**src/rtl/uart_pkg.sv**
```systemverilog
// Shared definitions for the framed UART receiver: parity modes, FSM encodings
// and the bit-counter width helper.
package uart_pkg;

    localparam int PARITY_NONE = 0;
    localparam int PARITY_ODD  = 1;
    localparam int PARITY_EVEN = 2;

    typedef enum logic [2:0] {
        ST_IDLE,
        ST_START,
        ST_DATA,
        ST_PARITY,
        ST_STOP,
        ST_WAIT_IDLE
    } rx_state_t;

    function automatic int cnt_width(input int n);
        return (n <= 2) ? 1 : $clog2(n);
    endfunction

endpackage

```
**src/rtl/uart_rx_fifo.sv**
```systemverilog
// First-word-fall-through receive FIFO; a push while full is only accepted
// when a pop happens in the same cycle.
module uart_rx_fifo #(
    parameter int WIDTH = 10,
    parameter int DEPTH = 4
) (
    input  logic                       clk,
    input  logic                       rst_n,
    input  logic                       push,
    input  logic [WIDTH-1:0]           wdata,
    input  logic                       pop,
    output logic [WIDTH-1:0]           rdata,
    output logic                       full,
    output logic                       empty,
    output logic [$clog2(DEPTH):0]     count
);
    localparam int AW = $clog2(DEPTH);
    localparam logic [AW-1:0] PTR_ONE = AW'(1);
    localparam logic [AW:0]   CNT_ONE = (AW + 1)'(1);

    logic [WIDTH-1:0] mem [DEPTH];
    logic [AW-1:0]    wr_ptr;
    logic [AW-1:0]    rd_ptr;
    logic             do_push;
    logic             do_pop;

    assign full    = (count == (AW + 1)'(DEPTH));
    assign empty   = (count == '0);
    assign do_pop  = pop & ~empty;
    assign do_push = push & (~full | do_pop);
    assign rdata   = mem[rd_ptr];

    always_ff @(posedge clk or negedge rst_n) begin
        if (!rst_n) begin
            for (int i = 0; i < DEPTH; i++) mem[i] <= '0;
            wr_ptr <= '0;
            rd_ptr <= '0;
            count  <= '0;
        end else begin
            if (do_push) begin
                mem[wr_ptr] <= wdata;
                wr_ptr      <= wr_ptr + PTR_ONE;
            end
            if (do_pop) rd_ptr <= rd_ptr + PTR_ONE;
            case ({do_push, do_pop})
                2'b10:   count <= count + CNT_ONE;
                2'b01:   count <= count - CNT_ONE;
                default: count <= count;
            endcase
        end
    end

endmodule

```
**src/rtl/uart_rx_framed.sv**
```systemverilog
// Configurable UART receiver: Rx synchroniser, 3-sample majority vote, framing
// FSM with parity/stop checks, and a receive FIFO with sticky overrun.
//
// state        | meaning
// ST_IDLE      | line idle, waiting for a falling edge
// ST_START     | inside start bit, rejects glitches at mid-bit
// ST_DATA      | shifting in data bits, LSB first
// ST_PARITY    | sampling the parity bit
// ST_STOP      | sampling stop bit(s); last one pushes the word
// ST_WAIT_IDLE | stop bit was low, waiting for the line to return high
module uart_rx_framed
    import uart_pkg::*;
#(
    parameter int DATA_BITS  = 8,
    parameter int CLK_DIV    = 30,
    parameter int PARITY     = 0,
    parameter int STOP_BITS  = 1,
    parameter int FIFO_DEPTH = 4
) (
    input  logic                 Clk,
    input  logic                 nReset,
    input  logic                 Rx,
    output logic [DATA_BITS-1:0] Data,
    output logic                 ParityErr,
    output logic                 FrameErr,
    output logic                 Ready,
    input  logic                 Ack,
    output logic                 Overrun,
    input  logic                 ClrOverrun
);
    localparam int CW = cnt_width(CLK_DIV);
    localparam int BW = $clog2(DATA_BITS);
    localparam int M  = CLK_DIV / 2;
    localparam logic [CW-1:0] CNT_LAST = CW'(CLK_DIV - 1);
    localparam logic [CW-1:0] CNT_S0   = CW'(M - 1);
    localparam logic [CW-1:0] CNT_S1   = CW'(M);
    localparam logic [CW-1:0] CNT_S2   = CW'(M + 1);
    localparam logic [CW-1:0] CNT_ONE  = CW'(1);
    localparam logic [BW-1:0] LAST_DATA = BW'(DATA_BITS - 1);
    localparam logic [BW-1:0] LAST_STOP = BW'(STOP_BITS - 1);
    localparam logic [BW-1:0] IDX_ONE   = BW'(1);

    logic [1:0]           rst_pipe;
    logic                 rst_n;
    logic                 rx_meta, rxs;
    rx_state_t            state;
    logic [CW-1:0]        cnt;
    logic [BW-1:0]        bit_idx;
    logic [DATA_BITS-1:0] shreg;
    logic                 s0, s1, maj;
    logic                 par_err, frame_err;
    logic                 sample, end_bit, push;
    logic                 fifo_full, fifo_empty, pop;
    logic [$clog2(FIFO_DEPTH):0] fifo_count;
    logic [DATA_BITS+1:0] head;

    // Reset asserts asynchronously but releases on a clock edge.
    always_ff @(posedge Clk or negedge nReset) begin
        if (!nReset) rst_pipe <= '0;
        else         rst_pipe <= {rst_pipe[0], 1'b1};
    end
    assign rst_n = rst_pipe[1];

    always_ff @(posedge Clk or negedge rst_n) begin
        if (!rst_n) begin
            rx_meta <= 1'b1;
            rxs     <= 1'b1;
        end else begin
            rx_meta <= Rx;
            rxs     <= rx_meta;
        end
    end

    assign maj     = (s0 & s1) | (s0 & rxs) | (s1 & rxs);
    assign sample  = (cnt == CNT_S2);
    assign end_bit = (cnt == CNT_LAST);
    assign push    = (state == ST_STOP) && sample && (bit_idx == LAST_STOP);

    always_ff @(posedge Clk or negedge rst_n) begin
        if (!rst_n) begin
            state     <= ST_IDLE;
            cnt       <= '0;
            bit_idx   <= '0;
            shreg     <= '0;
            s0        <= 1'b1;
            s1        <= 1'b1;
            par_err   <= 1'b0;
            frame_err <= 1'b0;
        end else begin
            if (cnt == CNT_S0) s0 <= rxs;
            if (cnt == CNT_S1) s1 <= rxs;
            if (state != ST_IDLE && state != ST_WAIT_IDLE)
                cnt <= end_bit ? '0 : cnt + CNT_ONE;
            case (state)
                ST_IDLE: if (!rxs) begin
                    cnt       <= '0;
                    bit_idx   <= '0;
                    par_err   <= 1'b0;
                    frame_err <= 1'b0;
                    state     <= ST_START;
                end
                ST_START: begin
                    if (sample && maj) state <= ST_IDLE;
                    else if (end_bit)  state <= ST_DATA;
                end
                ST_DATA: begin
                    if (sample) shreg <= {maj, shreg[DATA_BITS-1:1]};
                    if (end_bit) begin
                        if (bit_idx == LAST_DATA) begin
                            bit_idx <= '0;
                            state   <= (PARITY != PARITY_NONE) ? ST_PARITY : ST_STOP;
                        end else begin
                            bit_idx <= bit_idx + IDX_ONE;
                        end
                    end
                end
                ST_PARITY: begin
                    // Odd parity expects an XOR of 1 over data+parity, even expects 0.
                    if (sample)  par_err <= ((^shreg) ^ maj) == (PARITY == PARITY_EVEN);
                    if (end_bit) state <= ST_STOP;
                end
                ST_STOP: begin
                    if (sample) begin
                        if (!maj) frame_err <= 1'b1;
                        if (bit_idx == LAST_STOP) state <= maj ? ST_IDLE : ST_WAIT_IDLE;
                    end else if (end_bit) begin
                        bit_idx <= bit_idx + IDX_ONE;
                    end
                end
                ST_WAIT_IDLE: if (rxs) state <= ST_IDLE;
                default: state <= ST_IDLE;
            endcase
        end
    end

    assign pop = Ack & ~fifo_empty;

    uart_rx_fifo #(
        .WIDTH (DATA_BITS + 2),
        .DEPTH (FIFO_DEPTH)
    ) u_fifo (
        .clk   (Clk),
        .rst_n (rst_n),
        .push  (push),
        .wdata ({frame_err | ~maj, par_err, shreg}),
        .pop   (pop),
        .rdata (head),
        .full  (fifo_full),
        .empty (fifo_empty),
        .count (fifo_count)
    );

    assign Ready     = (fifo_count != '0);
    assign Data      = head[DATA_BITS-1:0];
    assign ParityErr = head[DATA_BITS];
    assign FrameErr  = head[DATA_BITS+1];

    // Set wins over a simultaneous clear.
    always_ff @(posedge Clk or negedge rst_n) begin
        if (!rst_n)                     Overrun <= 1'b0;
        else if (push & fifo_full & ~pop) Overrun <= 1'b1;
        else if (ClrOverrun)            Overrun <= 1'b0;
    end

endmodule

```
**config.mk**
```make
export PLATFORM = sky130hd
export DESIGN_NAME = uart_rx_framed
export DESIGN_NICKNAME = d
export VERILOG_FILES = /design/src/rtl/uart_pkg.sv /design/src/rtl/uart_rx_fifo.sv /design/src/rtl/uart_rx_framed.sv
export SDC_FILE = /design/constraint.sdc
export NUM_CORES = 1
export LEC_CHECK = 0
export ABC_AREA = 1
export BUFFER_PORTS_ARGS = -buffer_cell sky130_fd_sc_hd__buf_2
export CORE_UTILIZATION = 56
export CTS_BUF_LIST = sky130_fd_sc_hd__clkbuf_4
export CTS_CLUSTER_DIAMETER = 40
export DETAILED_ROUTE_END_ITERATION = 10
export GPL_TIMING_DRIVEN = 0
export HOLD_SLACK_MARGIN = 0.12
export PLACE_DENSITY_LB_ADDON = 0.15
export SLEW_MARGIN = 20
export SYNTH_ARGS = -nofsm -noshare
export SYNTH_HDL_FRONTEND = slang
export SYNTH_SLANG_ARGS = --single-unit
```
**constraint.sdc**
```tcl
create_clock -name Clk -period 2.5 [get_ports Clk]
set_input_delay 0.5 -clock Clk [delete_from_list [all_inputs] [get_ports Clk]]
set_output_delay 0.5 -clock Clk [all_outputs]
set_load 0.01 [all_outputs]
```
==> impl_metrics.toml <==
[cells_and_area]
final_layout_size_suffix_gt1_share_pct = 11.4
syn2layout_area_growth_pct = 11.6
nFillCells = 489
multiInputGateArea_um2 = 1510
ff_latch_area_um2 = 1890
antenna_cells = 0
finalCoreUtilization_pct = 66.5
nNetsFinal = 480

[power_and_ir_drop]
vdd_drop_max_mv = 0.581
p_switching_uw = 1530
intPower_uw = 2400
power_frac_seq_pct = 39.0
power_frac_comb_pct = 36.9
clkPwrFrac_pct = 24.0
power.leakage_uw = 0.00193
swShare_pct = 38.9
cellPowerDensity_nw_per_um2 = 976
power_uw = 3930

[logic_synthesis]
yosys_warnings = 0
synth_cell_types = 25
synth_area_per_cell_um2 = 8.40
synth_nets = 449
synth_edf_count = 0
syn_area_um2 = 3610
synthDominantAreaCellType = "dfrtp_1"
synth.area.top_cells = "dfrtp_1 (49%), nand2_1 (10%), o21ai_0 (5.8%)"
syn_inst = 430
ys_seq_area_share_pct = 52.1
netlist.area_leader.share_pct = 49.2
ys_ff_latch = 75
synth_flop_cell = "dfrtp_1"
synth-async-reset-ratio_pct = 100

[min_path]
hold_class = "in2reg"

[sta]
fin_skew_ps = 14.9
fmax_mhz = 425
setup_viol = 0
finalCriticalPeriod_ps = 2350
max-slew-margin-rel_pct = 61.6
final_max_slew_viol_count = 0
worst-slew-pin-transition_ps = 576
tns_ps = 0
period_share_pct = 94.1
hold_viol = 0

[floorplanning]
start_util_pct = 59.6
coreArea_um2 = 6060
die_height_um = 82.3
die_area_um2 = 6770
num_rows = 28
die_width_um = 82.3
ioPinCount = 17

[clock_network]
cts_tree = "done"
path_clk_slew_ps = 120
root_buffer = "clkbuf_4"
numClockSinks = 75
clock_latency_ps = 440
cts_buffers = 9
htree_levels = 3
cts.path.max_buffers = 2

[critical_path]
worstSetupPathType = "reg2reg"
worst_path_max_delay_cell = "dfrtp_1"
end_kind = "register"
max_stage_delay_ps = 430
cp_max_fo = 5
worst_ep_arrival_time_ps = 2720
crit_chain = "inv_1 > ha_1 > nand4_1 > nor3_4 > nand2_2 > ha_1 > inv_1 > fa_1 > o21ai_0"
rrSetupSlack_ps = 150
worstPathRequired_ps = 2860
critPathLaunchType = "register"

[grt]
grt_pass1_vias = 2681
gr-total-overflow = 0
grt_max_degree = 58
antenna_found_initial = 0
gr-usage-all-layers_pct = 25.3
grt_first_pass_wirelength_um = 12400

[route]
via_count = 2925
postRouteAntennaNets = 0
wire_per_inst_um = 14.2
drt_drc_violations_left = 0
totalWireLength_um = 7670
viasPerCell = 5.41
drtPass1Iterations = 5
drt_iter0_markers = 290

[placed_design]
gp_congestion = 0.850
dpl.hpwl_um = 5160
port_buffers = 16

[outcome]
outcome = "complete, no violations"

[job]
max-cap-violations = 0
[flip-flops by register name, summed over array words and instances, names as in the netlist]
register / count
u_fifo.count: 3
rx_meta: 1
cnt: 5
u_fifo.mem: 40
bit_idx: 3
s0: 1
u_fifo.rd_ptr: 2
Overrun: 1
rst_pipe: 2
rxs: 1
frame_err: 1
u_fifo.wr_ptr: 2
state: 3
s1: 1
par_err: 1
shreg: 8
[metrics by stage]
stage	instance area (um^2)	instances	worst slack [ps]	hold slack [ps]
floorplan	3610	430	264	204
global placement	3780	521	-523	285
detailed placement	3820	522	128	200
CTS	4010	539	138	145
global route	4030	541	-32.6	126
finish	4030	541	147	152
[final cells by class]
cell class,count,area share (%)
flip-flops and latches,75,46.8
multi-input cells,298,37.4
inverters,42,3.91
repair buffers,20,3.29
clock inverters,7,2.89
well taps,75,2.33
clock buffers,9,1.68
plain buffers,15,1.68
[worst max-delay path, delay by kind of cell (launching register included)]
| kind | cells | cell delay [ps] |
|---|---|---|
| AO/OA/AOI/OAI | 1 | 160 |
| buffers and inverters | 2 | 230 |
| AND/OR/NAND/NOR | 3 | 670 |
| flip-flops | 1 | 430 |
| adder cells (fa/ha/maj) | 3 | 810 |
[synthesized netlist by cell type (3+ instances only)]
library cell	number
nand2_1	101
dfrtp_1	71
inv_1	42
o21ai_0	42
o21ai_1	40
nor2_1	39
nand3_1	20
ha_1	13
o22ai_1	11
buf_2	8
clkbuf_1	7
xor2_1	6
a21oi_1	5
nor3_1	5
dfstp_2	4
nand4_1	3
xnor2_1	3
[routing by layer]
metal  vias to the layer above  wire length, um  global-route usage [%]
li1                       1467                -                       -
met1                      1372             3480                    32.4
met2                        70             3700                    41.6
met3                        16              338                    5.71
met4                         0              149                    9.82
met5                         -                0                       0
[final timing paths]
check | startpoint | to | cells past startpoint
min in group asynchronous | rst_pipe[1] | u_fifo.mem[10] | 0
worst max-delay path | cnt[0] | u_fifo.count[1] | 9
max in group asynchronous | rst_pipe[1] | rxs | 1
worst min-delay path | Rx | rx_meta | 1
worst max register to register | cnt[0] | u_fifo.count[1] | 9
worst min register to register | rst_pipe[1] | u_fifo.mem[10] | 0
[cell usage in the layout, fill, tap and decap left out]
cell type and count:
buf_2 24, dfrtp_4 1, clkinv_2 2, buf_4 2, dfstp_2 4, nand3_1 20, clkbuf_4 9, a21oi_1 5
xor2_1 6, nand2_1 100, inv_1 42, ha_1 13, nor3b_1 1, nor3_4 1, o22ai_1 11, nor2_1 39
clkinv_4 1, clkinvlp_4 1, nand4_1 3, a211oi_1 2, nor3_1 5, fa_1 1, bufinv_16 3, o21ai_1 40
xnor2_1 3, dlygate4sd3_1 1, clkbuf_2 1, conb_1 1, dfrtp_1 70, nor2_2 1, buf_16 1, nand3b_1 2
nand2_2 2, o21ai_0 42, clkbuf_1 6
[what timing repair did]
action	CTS	global route
hold endpoints to repair	2	0
gates resized for setup	0	3
buffers inserted	0	2
setup endpoints to repair	0	3
hold buffers	1	0
[cell families (layout without fill, tap and decap cells)]
| family | count (synthesis) | after routing | share of synthesized area, % |
|---|---|---|---|
| other | 1 | 1 | 0.104 |
| buffers and inverters | 57 | 93 | 6.20 |
| flip-flops | 75 | 75 | 52.1 |
| adder cells (fa/ha/maj) | 14 | 14 | 5.06 |
| AO/OA/AOI/OAI | 100 | 100 | 14.4 |
| XOR/XNOR | 9 | 9 | 2.18 |
| AND/OR/NAND/NOR | 174 | 174 | 20.0 |
[power by group through the flow]
| stage | logic (uW) | registers [uW] | clock network (uW) |
|---|---|---|---|
| 4_1_cts | 1440 | 1530 | 955 |
| 2_1_floorplan | 1040 | 1530 | 0 |
| 5_1_grt | 1670 | 1560 | 1010 |
| 3_3_place_gp | 1380 | 1560 | 0 |
| 6_report | 1450 | 1540 | 945 |
| 3_5_place_dp | 1430 | 1560 | 0 |
Note: power is estimated with default switching activity, not from simulation.
